<file path="src/rtl/branch_predict_resolve_pkg.sv">
// Shared types and helpers for the branch prediction/resolution unit.
package bp_pkg;

  // 2-bit saturating counter encodings
  typedef enum logic [1:0] {
    SNT = 2'b00,
    WNT = 2'b01,
    WT  = 2'b10,
    ST  = 2'b11
  } ctr_e;

  // Branch record carried from ID into EX
  typedef struct packed {
    logic        valid;
    logic [31:0] pc;
    logic [31:0] imm;
    logic        pred;
  } bp_rec_t;

  // Saturating counter step toward the actual outcome
  function automatic logic [1:0] sat_update(input logic [1:0] ctr, input logic taken);
    logic [1:0] res;
    if (taken) begin
      res = (ctr == ST) ? ST : ctr + 2'b01;
    end else begin
      res = (ctr == SNT) ? SNT : ctr - 2'b01;
    end
    return res;
  endfunction

endpackage

</file>
<file path="src/rtl/branch_predict_resolve_if.sv">
// Pipeline-side signal bundle of the branch prediction/resolution unit.
interface branch_predict_resolve_if;

  logic        id_beq;
  logic [31:0] id_pc;
  logic [31:0] id_imm;
  logic        stall;
  logic        ex_resolve;
  logic        ex_taken;
  logic        id_prediction;
  logic        wrong_prediction;
  logic        prediction;
  logic [31:0] PC_beq;
  logic [31:0] immData_beq;
  logic [15:0] branch_count;
  logic [15:0] mispredict_count;

  // Pipeline side: drives ID/EX information, receives mux controls
  modport master (
    output id_beq, id_pc, id_imm, stall, ex_resolve, ex_taken,
    input  id_prediction, wrong_prediction, prediction, PC_beq, immData_beq,
           branch_count, mispredict_count
  );

  // Predictor side
  modport slave (
    input  id_beq, id_pc, id_imm, stall, ex_resolve, ex_taken,
    output id_prediction, wrong_prediction, prediction, PC_beq, immData_beq,
           branch_count, mispredict_count
  );

endinterface

</file>
<file path="src/rtl/branch_predict_resolve_bht.sv">
// Branch history table of 2-bit saturating counters: async read, sync update.
module bht_2bit
  import bp_pkg::*;
#(
  parameter int         IDX_BITS = 4,
  parameter logic [1:0] CTR_INIT = 2'b01
) (
  input  logic                clk,
  input  logic                rst_n,
  input  logic [IDX_BITS-1:0] rd_idx,
  output logic [1:0]          rd_ctr,
  input  logic                wr_en,
  input  logic [IDX_BITS-1:0] wr_idx,
  input  logic                wr_taken
);

  localparam int DEPTH = 1 << IDX_BITS;

  logic [1:0] ctr_q [DEPTH];
  logic [1:0] ctr_d [DEPTH];

  // Lookup returns the stored value; a same-cycle update is not bypassed
  assign rd_ctr = ctr_q[rd_idx];

  // Next value per entry: only the addressed counter moves
  always_comb begin
    for (int i = 0; i < DEPTH; i++) begin
      ctr_d[i] = ctr_q[i];
      if (wr_en && (wr_idx == IDX_BITS'(i))) begin
        ctr_d[i] = sat_update(ctr_q[i], wr_taken);
      end
    end
  end

  // Counter storage, all entries return to the initial bias on reset
  always_ff @(posedge clk or negedge rst_n) begin
    if (!rst_n) begin
      for (int i = 0; i < DEPTH; i++) ctr_q[i] <= CTR_INIT;
    end else begin
      for (int i = 0; i < DEPTH; i++) ctr_q[i] <= ctr_d[i];
    end
  end

endmodule

</file>
<file path="src/rtl/branch_predict_resolve.sv">
// Predicts beq direction in ID, tracks the branch into EX and reports
// mispredictions plus the recorded PC/offset for fetch correction.
module branch_predict_resolve
  import bp_pkg::*;
#(
  parameter int         IDX_BITS = 4,
  parameter logic [1:0] CTR_INIT = 2'b01
) (
  input  logic                     clk,
  input  logic                     rst_n,
  branch_predict_resolve_if.slave  bus
);

  bp_rec_t     rec_q, rec_d;
  logic [15:0] branch_cnt_q, branch_cnt_d;
  logic [15:0] mispred_cnt_q, mispred_cnt_d;

  logic [1:0]  rd_ctr;
  logic        id_pred;
  logic        resolve_fire;
  logic        wrong;
  logic        unused_pc_bits;

  // Only the word-index bits of the PCs address the table
  assign unused_pc_bits = ^{bus.id_pc[31:IDX_BITS+2], bus.id_pc[1:0],
                            rec_q.pc[31:IDX_BITS+2], rec_q.pc[1:0]};

  // A resolve with no live record is ignored entirely
  assign resolve_fire = rec_q.valid & bus.ex_resolve;
  assign wrong        = resolve_fire & (bus.ex_taken != rec_q.pred);
  assign id_pred      = bus.id_beq & rd_ctr[1];

  bht_2bit #(
    .IDX_BITS (IDX_BITS),
    .CTR_INIT (CTR_INIT)
  ) u_bht (
    .clk      (clk),
    .rst_n    (rst_n),
    .rd_idx   (bus.id_pc[IDX_BITS+1:2]),
    .rd_ctr   (rd_ctr),
    .wr_en    (resolve_fire),
    .wr_idx   (rec_q.pc[IDX_BITS+1:2]),
    .wr_taken (bus.ex_taken)
  );

  // Record load/consume and statistics next-state
  always_comb begin
    rec_d         = rec_q;
    branch_cnt_d  = branch_cnt_q;
    mispred_cnt_d = mispred_cnt_q;
    if (!bus.stall) begin
      // The instruction in ID sits on the wrong path after a mispredict
      rec_d.valid = bus.id_beq & ~wrong;
      rec_d.pc    = bus.id_pc;
      rec_d.imm   = bus.id_imm;
      rec_d.pred  = id_pred;
    end else if (resolve_fire) begin
      // A held record must not resolve again on later stalled cycles
      rec_d.valid = 1'b0;
    end
    if (resolve_fire) begin
      branch_cnt_d = branch_cnt_q + 16'd1;
      if (wrong) mispred_cnt_d = mispred_cnt_q + 16'd1;
    end
  end

  // ID->EX record and statistics registers
  always_ff @(posedge clk or negedge rst_n) begin
    if (!rst_n) begin
      rec_q         <= '0;
      branch_cnt_q  <= '0;
      mispred_cnt_q <= '0;
    end else begin
      rec_q         <= rec_d;
      branch_cnt_q  <= branch_cnt_d;
      mispred_cnt_q <= mispred_cnt_d;
    end
  end

  assign bus.id_prediction    = id_pred;
  assign bus.wrong_prediction = wrong;
  assign bus.prediction       = rec_q.pred;
  assign bus.PC_beq           = rec_q.pc;
  assign bus.immData_beq      = rec_q.imm;
  assign bus.branch_count     = branch_cnt_q;
  assign bus.mispredict_count = mispred_cnt_q;

endmodule

</file>
<file path="src/flat_wrapper.sv">
// flat-port wrapper written by rule: the top's interface ports become plain ports
module branch_predict_resolve_flat import bp_pkg::*;
#(
  parameter int         IDX_BITS = 4,
  parameter logic [1:0] CTR_INIT = 2'b01
)
  (clk, rst_n, bus_id_beq, bus_id_pc, bus_id_imm, bus_stall, bus_ex_resolve, bus_ex_taken, bus_id_prediction, bus_wrong_prediction, bus_prediction, bus_PC_beq, bus_immData_beq, bus_branch_count, bus_mispredict_count);
  branch_predict_resolve_if bus_i ();
  input  logic clk;
  input  logic rst_n;
  input wire logic [$bits(bus_i.id_beq)-1:0] bus_id_beq;
  input wire logic [$bits(bus_i.id_pc)-1:0] bus_id_pc;
  input wire logic [$bits(bus_i.id_imm)-1:0] bus_id_imm;
  input wire logic [$bits(bus_i.stall)-1:0] bus_stall;
  input wire logic [$bits(bus_i.ex_resolve)-1:0] bus_ex_resolve;
  input wire logic [$bits(bus_i.ex_taken)-1:0] bus_ex_taken;
  output wire logic [$bits(bus_i.id_prediction)-1:0] bus_id_prediction;
  output wire logic [$bits(bus_i.wrong_prediction)-1:0] bus_wrong_prediction;
  output wire logic [$bits(bus_i.prediction)-1:0] bus_prediction;
  output wire logic [$bits(bus_i.PC_beq)-1:0] bus_PC_beq;
  output wire logic [$bits(bus_i.immData_beq)-1:0] bus_immData_beq;
  output wire logic [$bits(bus_i.branch_count)-1:0] bus_branch_count;
  output wire logic [$bits(bus_i.mispredict_count)-1:0] bus_mispredict_count;
  assign bus_i.id_beq = bus_id_beq;
  assign bus_i.id_pc = bus_id_pc;
  assign bus_i.id_imm = bus_id_imm;
  assign bus_i.stall = bus_stall;
  assign bus_i.ex_resolve = bus_ex_resolve;
  assign bus_i.ex_taken = bus_ex_taken;
  assign bus_id_prediction = bus_i.id_prediction;
  assign bus_wrong_prediction = bus_i.wrong_prediction;
  assign bus_prediction = bus_i.prediction;
  assign bus_PC_beq = bus_i.PC_beq;
  assign bus_immData_beq = bus_i.immData_beq;
  assign bus_branch_count = bus_i.branch_count;
  assign bus_mispredict_count = bus_i.mispredict_count;
  branch_predict_resolve #(.IDX_BITS(IDX_BITS), .CTR_INIT(CTR_INIT)) u_core (.clk(clk), .rst_n(rst_n), .bus(bus_i));
endmodule
</file>
<file path="config.mk">
export PLATFORM = sky130hd
export DESIGN_NAME = branch_predict_resolve_flat
export DESIGN_NICKNAME = d
export VERILOG_FILES = /design/src/rtl/branch_predict_resolve_pkg.sv /design/src/rtl/branch_predict_resolve_if.sv /design/src/rtl/branch_predict_resolve_bht.sv /design/src/rtl/branch_predict_resolve.sv /design/src/flat_wrapper.sv
export SDC_FILE = /design/constraint.sdc
export NUM_CORES = 1
export LEC_CHECK = 0
export CORE_MARGIN = 5
export CORE_UTILIZATION = 45
export CTS_BUF_LIST = sky130_fd_sc_hd__clkbuf_4
export DETAILED_ROUTE_END_ITERATION = 16
export PLACE_DENSITY = 0.79
export RECOVER_POWER = 50
export SYNTH_ARGS = -nofsm -noshare
export SYNTH_HDL_FRONTEND = slang
export SYNTH_SLANG_ARGS = --single-unit
</file>
<file path="constraint.sdc">
create_clock -name clk -period 2.1 [get_ports clk]
set_clock_uncertainty 0.2 [all_clocks]
set_input_delay 0.315 -clock clk [delete_from_list [all_inputs] [get_ports clk]]
set_output_delay 0.315 -clock clk [all_outputs]
set_load 0.05 [all_outputs]
</file>
==> run metrics, run 1 <==
outcome finished, violations left; failing checks max-capacitance violations, max-slew violations, negative setup slack; gate count after technology mapping 536; area of the mapped netlist 0.00614 sq mm; max incr delay on CP 0.48 ns; share of the clock period used by the worst path 129%; antenna cells 0; Final Setup Violations 1; worst slew margin relative to its limit -6.98%; remaining number of nets flagged by the antenna check after routing 0; Hold Vio Cnt, Final 0; Synth Register Bits 130; first-pass GRT wire length 22800 um; cell count after placement 833; Top Ports 169; synth unique cells 37; total via count after detailed routing 4486; Remaining DRCs 0; critical path class reg -> out; sequential area share after synthesis 53.3%; initial cell density of the core 46.2%; source-to-sink clock delay at the later pin of the worst-skew pair 0.52 ns; PD cells 768 mW/mm^2; worst setup path startpoint u_core.u_bht.ctr_q[29]$_DFFE_PN0P_; Vert. Die Dim 127 um; most common flop cell mapped by yosys sky130_fd_sc_hd__dfrtp_1; die width 127 um; number of flops mapped to enable cells by yosys 0; worst slack at placement -0.753 ns; Hold/Removal Path Class in -> reg; sum of internal, switching and leakage power 0.00607 W; leakage power 3.45 nW; area share of the leading cell type in the synthesized netlist 46.5%; placed instance area 0.00775 sq mm; max-slew violations 26; final-layout fill cell count 1111; vias in the first global route 4757; via-per-instance ratio 5.15; fraction of layout instances using a drive strength above 1 25.5%; clock tree from TritonCTS built; Detailed Place HPWL 10000 um; Total Neg Setup Slack -0.611 ns; clock tree root buffer cell sky130_fd_sc_hd__clkbuf_4; number of buffers on the longest clock path 2; # nets final 754; row count 42; Arrival @ worst endpoint 2.20 ns; ys async rst share 100%; critical path startpoint category flip-flop; Slew @ Worst Pin 1.60 ns; reg-to-reg critical path startpoint u_core.u_bht.ctr_q[29]$_DFFE_PN0P_; total wirelength of the detailed-routed design 13600 um; critical hold path startpoint bus_stall; routability congestion estimate 0.812; yosys warns 0; count of non-filler cells in the finished layout 871; minimum clock period 2.71 ns; setup repair after global routing missed its margin true; post-route cell area 0.00790 sq mm; Max Fclk 369 MHz; routed wire length per instance 15.6 um; total clock buffers created by CTS 17; cell chain of the critical path mux4_2 > mux4_2 > and2_4 > buf_6; total global routing overflow 0; clock net sink count 130; Detailed Routing Iterations Pass 1 4; Max H-tree Level 4; cell occurring most often along the worst timing path sky130_fd_sc_hd__mux4_2; max_cap viols 1; Post-Synthesis Mean Instance Area 11.4 sq um; area occupied by registers 0.00327 sq mm; largest net degree at the start of global routing 60; area inside the core boundary 0.0133 sq mm; largest fanout of any net on the critical path 2; Area growth syn-to-layout 28.8%; Crit path required time 1.58 ns; net count of the mapped netlist 608; Starting DRT DRC Count 179; critical-path cell with the highest stage delay sky130_fd_sc_hd__mux4_2; crit path setup slack, layout -0.611 ns; buffers added on ports 168; initial antenna violation count 0; peak ir drop on the vdd network 0.392 mV; area of combinational cells with multiple inputs 0.00224 sq mm; Die Footprint 0.0161 sq mm; global-route usage over all layers 17.5%; Reg clk slew, reported paths 0.12 ns; kind of end point of the critical path primary output; largest area contributor in the synthesized netlist sky130_fd_sc_hd__dfrtp_1; top cells by area in the synthesized netlist sky130_fd_sc_hd__dfrtp_1, sky130_fd_sc_hd__mux2_2, sky130_fd_sc_hd__buf_4
[final timing paths]
path,end,slack [ns],cells past startpoint
worst max-delay path,bus_id_prediction,-0.61,4
worst min-delay path,u_core.bus.PC_beq[1]$_DFFE_PN0N_,0.21,2
worst max register to register,u_core.bus.prediction$_DFFE_PN0N_,0,4
worst min register to register,u_core.bus.branch_count[15]$_DFFE_PN0P_,0.27,1
max in group asynchronous,u_core.u_bht.ctr_q[6]$_DFFE_PN1P_,0.11,3
min in group asynchronous,u_core.bus.PC_beq[4]$_DFFE_PN0N_,0.54,2
[layer usage]
layer	share of wire (%)	track usage, %
met5	0	0
met4	2.5	7.13
met3	5.3	4.83
met2	53	30.3
met1	40	20.5
[state kept, by name, summed over array words and instances (netlist names)]
| signal | flops |
|---|---|
| u_core.bus.PC_beq | 32 |
| u_core.bus.immData_beq | 32 |
| u_core.u_bht.ctr_q | 32 |
| u_core.bus.branch_count | 16 |
| u_core.bus.mispredict_count | 16 |
| u_core.bus.prediction | 1 |
| u_core.rec_q | 1 |
[placed cells by master, fill, tap and decap left out, types with 4 or more instances in the layout]
cell / count
sky130_fd_sc_hd__dlygate4sd2_1: 74
sky130_fd_sc_hd__a21oi_1: 30
sky130_fd_sc_hd__clkdlybuf4s15_1: 4
sky130_fd_sc_hd__clkinv_1: 8
sky130_fd_sc_hd__mux4_2: 5
sky130_fd_sc_hd__o22ai_1: 10
sky130_fd_sc_hd__nor3_1: 19
sky130_fd_sc_hd__clkdlybuf4s50_1: 66
sky130_fd_sc_hd__nor2_1: 25
sky130_fd_sc_hd__clkbuf_4: 21
sky130_fd_sc_hd__o211ai_1: 12
sky130_fd_sc_hd__nand2_1: 29
sky130_fd_sc_hd__mux2_2: 65
sky130_fd_sc_hd__o21ai_0: 25
sky130_fd_sc_hd__xor2_1: 11
sky130_fd_sc_hd__dfrtp_1: 113
sky130_fd_sc_hd__inv_1: 17
sky130_fd_sc_hd__dfstp_2: 16
sky130_fd_sc_hd__nand4_1: 7
sky130_fd_sc_hd__nand3_1: 13
sky130_fd_sc_hd__buf_4: 56
sky130_fd_sc_hd__xnor2_1: 20
[cell families after synthesis]
group	count (synthesis)	synth area share [%]
compound gates	86	8.07
xor+xnor	31	4.42
fa+ha+maj	2	0.408
buf+inv	100	10.1
flops	130	53.3
mux	71	14.2
simple gates	116	9.48
[critical path: cells and delay by family, from the launching register on]
| kind | cells | cell delay, ns |
|---|---|---|
| muxes | 2 | 0.94 |
| DFF | 1 | 0.43 |
| buffers and inverters | 1 | 0.15 |
| and+or+nand+nor | 1 | 0.16 |
[where the power goes]
group | switching [W] | internal (W)
Clock | 0.000834 | 0.000607
Sequential | 0.000187 | 0.00274
Combinational | 0.00112 | 0.000579
Total | 0.00214 | 0.00393
[metrics by stage]
stage / util, % / hold slack, ns
floorplan: - / -0.181
finish: 59.4 / 0.214
global route: 59.4 / 0.156
detailed placement: 58.3 / 0.0620
global placement: 58.3 / 0.0569
CTS: 59.6 / 0.00277
[timing repair]
item | CTS | global route
hold buffers | 1 | 0
endpoints found under the hold margin | 123 | 0
setup endpoints to repair | 80 | 7
buffers inserted | 3 | 2
resized for setup | 80 | 4
[cell usage after synthesis (all sizes together) (11+ instances only)]
| cell type | number |
|---|---|
| a21oi | 30 |
| buf | 69 |
| clkbuf | 14 |
| dfrtp | 114 |
| dfstp | 16 |
| inv | 17 |
| mux2 | 66 |
| nand2 | 29 |
| nand3 | 13 |
| nor2 | 26 |
| nor3 | 19 |
| o211ai | 12 |
| o21ai | 25 |
| xnor2 | 20 |
| xor2 | 11 |
[area by class of cell]
type	count	share of cell area, %
Clock inverter	11	0.918
Sequential cell	130	41.4
Timing Repair Buffer	210	23.7
Clock buffer	21	1.99
Tap cell	176	2.79
Inverter	17	0.807
Multi-Input combinational cell	306	28.4
No activity file was read; power rests on OpenSTA's default activity.
==> inputs of run 2 (changes only) <==
- CORE_UTILIZATION: 45 -> 46
- CTS_CLUSTER_SIZE: not set -> 25
- SYNTH_HIERARCHICAL: not set -> 1
==> run 2 against run 1 <==
- utilization up 0.37 points
- the flow finishes with violations (negative setup slack)
- largest cell class unchanged
- setup slack better by 0.18 ns
- critical endpoint unchanged
- register-to-register slack better by 0.11 ns
- combinational power up 15%
- critical path type unchanged
- via count up 5.9%
==> run metrics, run 2 <==
number of buffers on the longest clock path 2; peak ir drop on the vdd network 0.446 mV; worst slew margin relative to its limit 1.25%; post-route cell area 0.00821 sq mm; Max H-tree Level 4; remaining number of nets flagged by the antenna check after routing 0; setup repair after global routing missed its margin true; largest fanout of any net on the critical path 2; critical path class reg -> out; placed instance area 0.00792 sq mm; # nets final 748; Detailed Place HPWL 12000 um; gate count after technology mapping 539; vias in the first global route 4942; max_cap viols 0; routed wire length per instance 18.8 um; first-pass GRT wire length 26000 um; clock tree root buffer cell sky130_fd_sc_hd__clkbuf_4; Starting DRT DRC Count 329; Hold/Removal Path Class in -> reg; clock tree from TritonCTS built; clock net sink count 130; total via count after detailed routing 4751; area inside the core boundary 0.0137 sq mm; buffers added on ports 168; kind of end point of the critical path primary output; commonest cells after routing, fill and taps aside sky130_fd_sc_hd__dfrtp_1, sky130_fd_sc_hd__buf_4, sky130_fd_sc_hd__clkdlybuf4s50_1, sky130_fd_sc_hd__mux2_2, sky130_fd_sc_hd__dlygate4sd2_1; crit path setup slack, layout -0.430 ns; PD cells 810 mW/mm^2; Max Fclk 395 MHz; antenna cells 0; total clock buffers created by CTS 17; largest net degree at the start of global routing 71; global-route usage over all layers 20.2%; total global routing overflow 0; Slew @ Worst Pin 1.48 ns; Reg clk slew, reported paths 0.11 ns; outcome finished, violations left; Final Setup Violations 1; via-per-instance ratio 5.47; minimum clock period 2.53 ns; Hold Vio Cnt, Final 0; routability congestion estimate 0.868; Crit path required time 1.58 ns; Die Footprint 0.0163 sq mm; Vert. Die Dim 128 um; Arrival @ worst endpoint 2.01 ns; area of the mapped netlist 0.00637 sq mm; initial antenna violation count 0; share of the clock period used by the worst path 120%; failing checks negative setup slack; max-slew violations 0; yosys warns 6; source-to-sink clock delay at the later pin of the worst-skew pair 0.52 ns; row count 43; fraction of layout instances using a drive strength above 1 32.5%; Detailed Routing Iterations Pass 1 4; total wirelength of the detailed-routed design 16400 um; leakage power 3.59 nW; Top Ports 169; Remaining DRCs 0; most frequent standard cell in the layout excluding fill and tap cells sky130_fd_sc_hd__dfrtp_1; Post-Synthesis Mean Instance Area 11.8 sq um; sum of internal, switching and leakage power 0.00664 W; Area growth syn-to-layout 28.8%; die width 128 um; initial cell density of the core 46.5%; critical path startpoint category flip-flop; net count of the mapped netlist 611
## run 2: timing repair
item / in CTS / in global routing
buffers inserted: 10 / 0
resized for setup: 70 / 2
pin swaps: 3 / 2
endpoints found under the setup margin: 65 / 2
hold buffers: 1 / 0
endpoints found under the hold margin: 130 / 0
## run 2: final cells by class
type	instances	area, sq um
Clock buffer	18	135
Fill cell	1108	5510
Inverter	4	15.0
Tap cell	180	225
Sequential cell	130	3280
Clock inverter	14	140
Timing Repair Buffer	212	1920
Multi-Input combinational cell	311	2490
## run 2: power breakdown
group	switching (W)	internal [W]
combinational	0.00124	0.000712
sequential	0.000280	0.00280
clock	0.000901	0.000714
## run 2: worst max-delay path: stages (launching register included)
cell,delay [ns]
sky130_fd_sc_hd__dfrtp_2,0.44
sky130_fd_sc_hd__mux4_2,0.50
sky130_fd_sc_hd__a22oi_2,0.14
sky130_fd_sc_hd__nand3_1,0.11
sky130_fd_sc_hd__and2_4,0.16
sky130_fd_sc_hd__buf_8,0.14
## run 2: worst paths after layout
path | startpoint | end | slack [ns] | depth (start not counted)
setup / recovery | u_core/u_bht/ctr_q[17]$_DFFE_PN0P_ | bus_id_prediction | -0.43 | 5
min in group asynchronous | rst_n | u_core/bus.PC_beq[4]$_DFFE_PN0N_ | 0.41 | 3
setup reg to reg | u_core/bus.prediction$_DFFE_PN0N_ | u_core/bus.mispredict_count[14]$_DFFE_PN0P_ | 0.11 | 5
max in group asynchronous | rst_n | u_core/u_bht/ctr_q[23]$_DFFE_PN0P_ | 0.13 | 3
hold reg to reg | u_core/bus.mispredict_count[15]$_DFFE_PN0P_ | u_core/bus.mispredict_count[15]$_DFFE_PN0P_ | 0.28 | 1
hold / removal | bus_stall | u_core/bus.PC_beq[13]$_DFFE_PN0N_ | 0.20 | 3
## run 2: layer usage
layer	GRT usage (%)	vias up	part of all wire (%)
met1	24.2	2355	39
met2	36.0	194	51
met5	0	-	0
li1	-	2177	-
met3	4.38	25	7.3
met4	6.99	0	1.9
## run 2: through the flow
stage,TNS (ns),worst slack (ns),std cells,utilization (%),hold WS [ns]
detailed placement,-4.82,-0.486,827,57.7,0.157
CTS,-0.479,-0.479,869,60.0,0.0905
floorplan,0,0.0351,539,-,-0.181
finish,-0.430,-0.430,869,59.8,0.195
global route,-6.93,-0.543,869,59.8,0.150
global placement,-3.26,-0.396,827,57.7,0.151
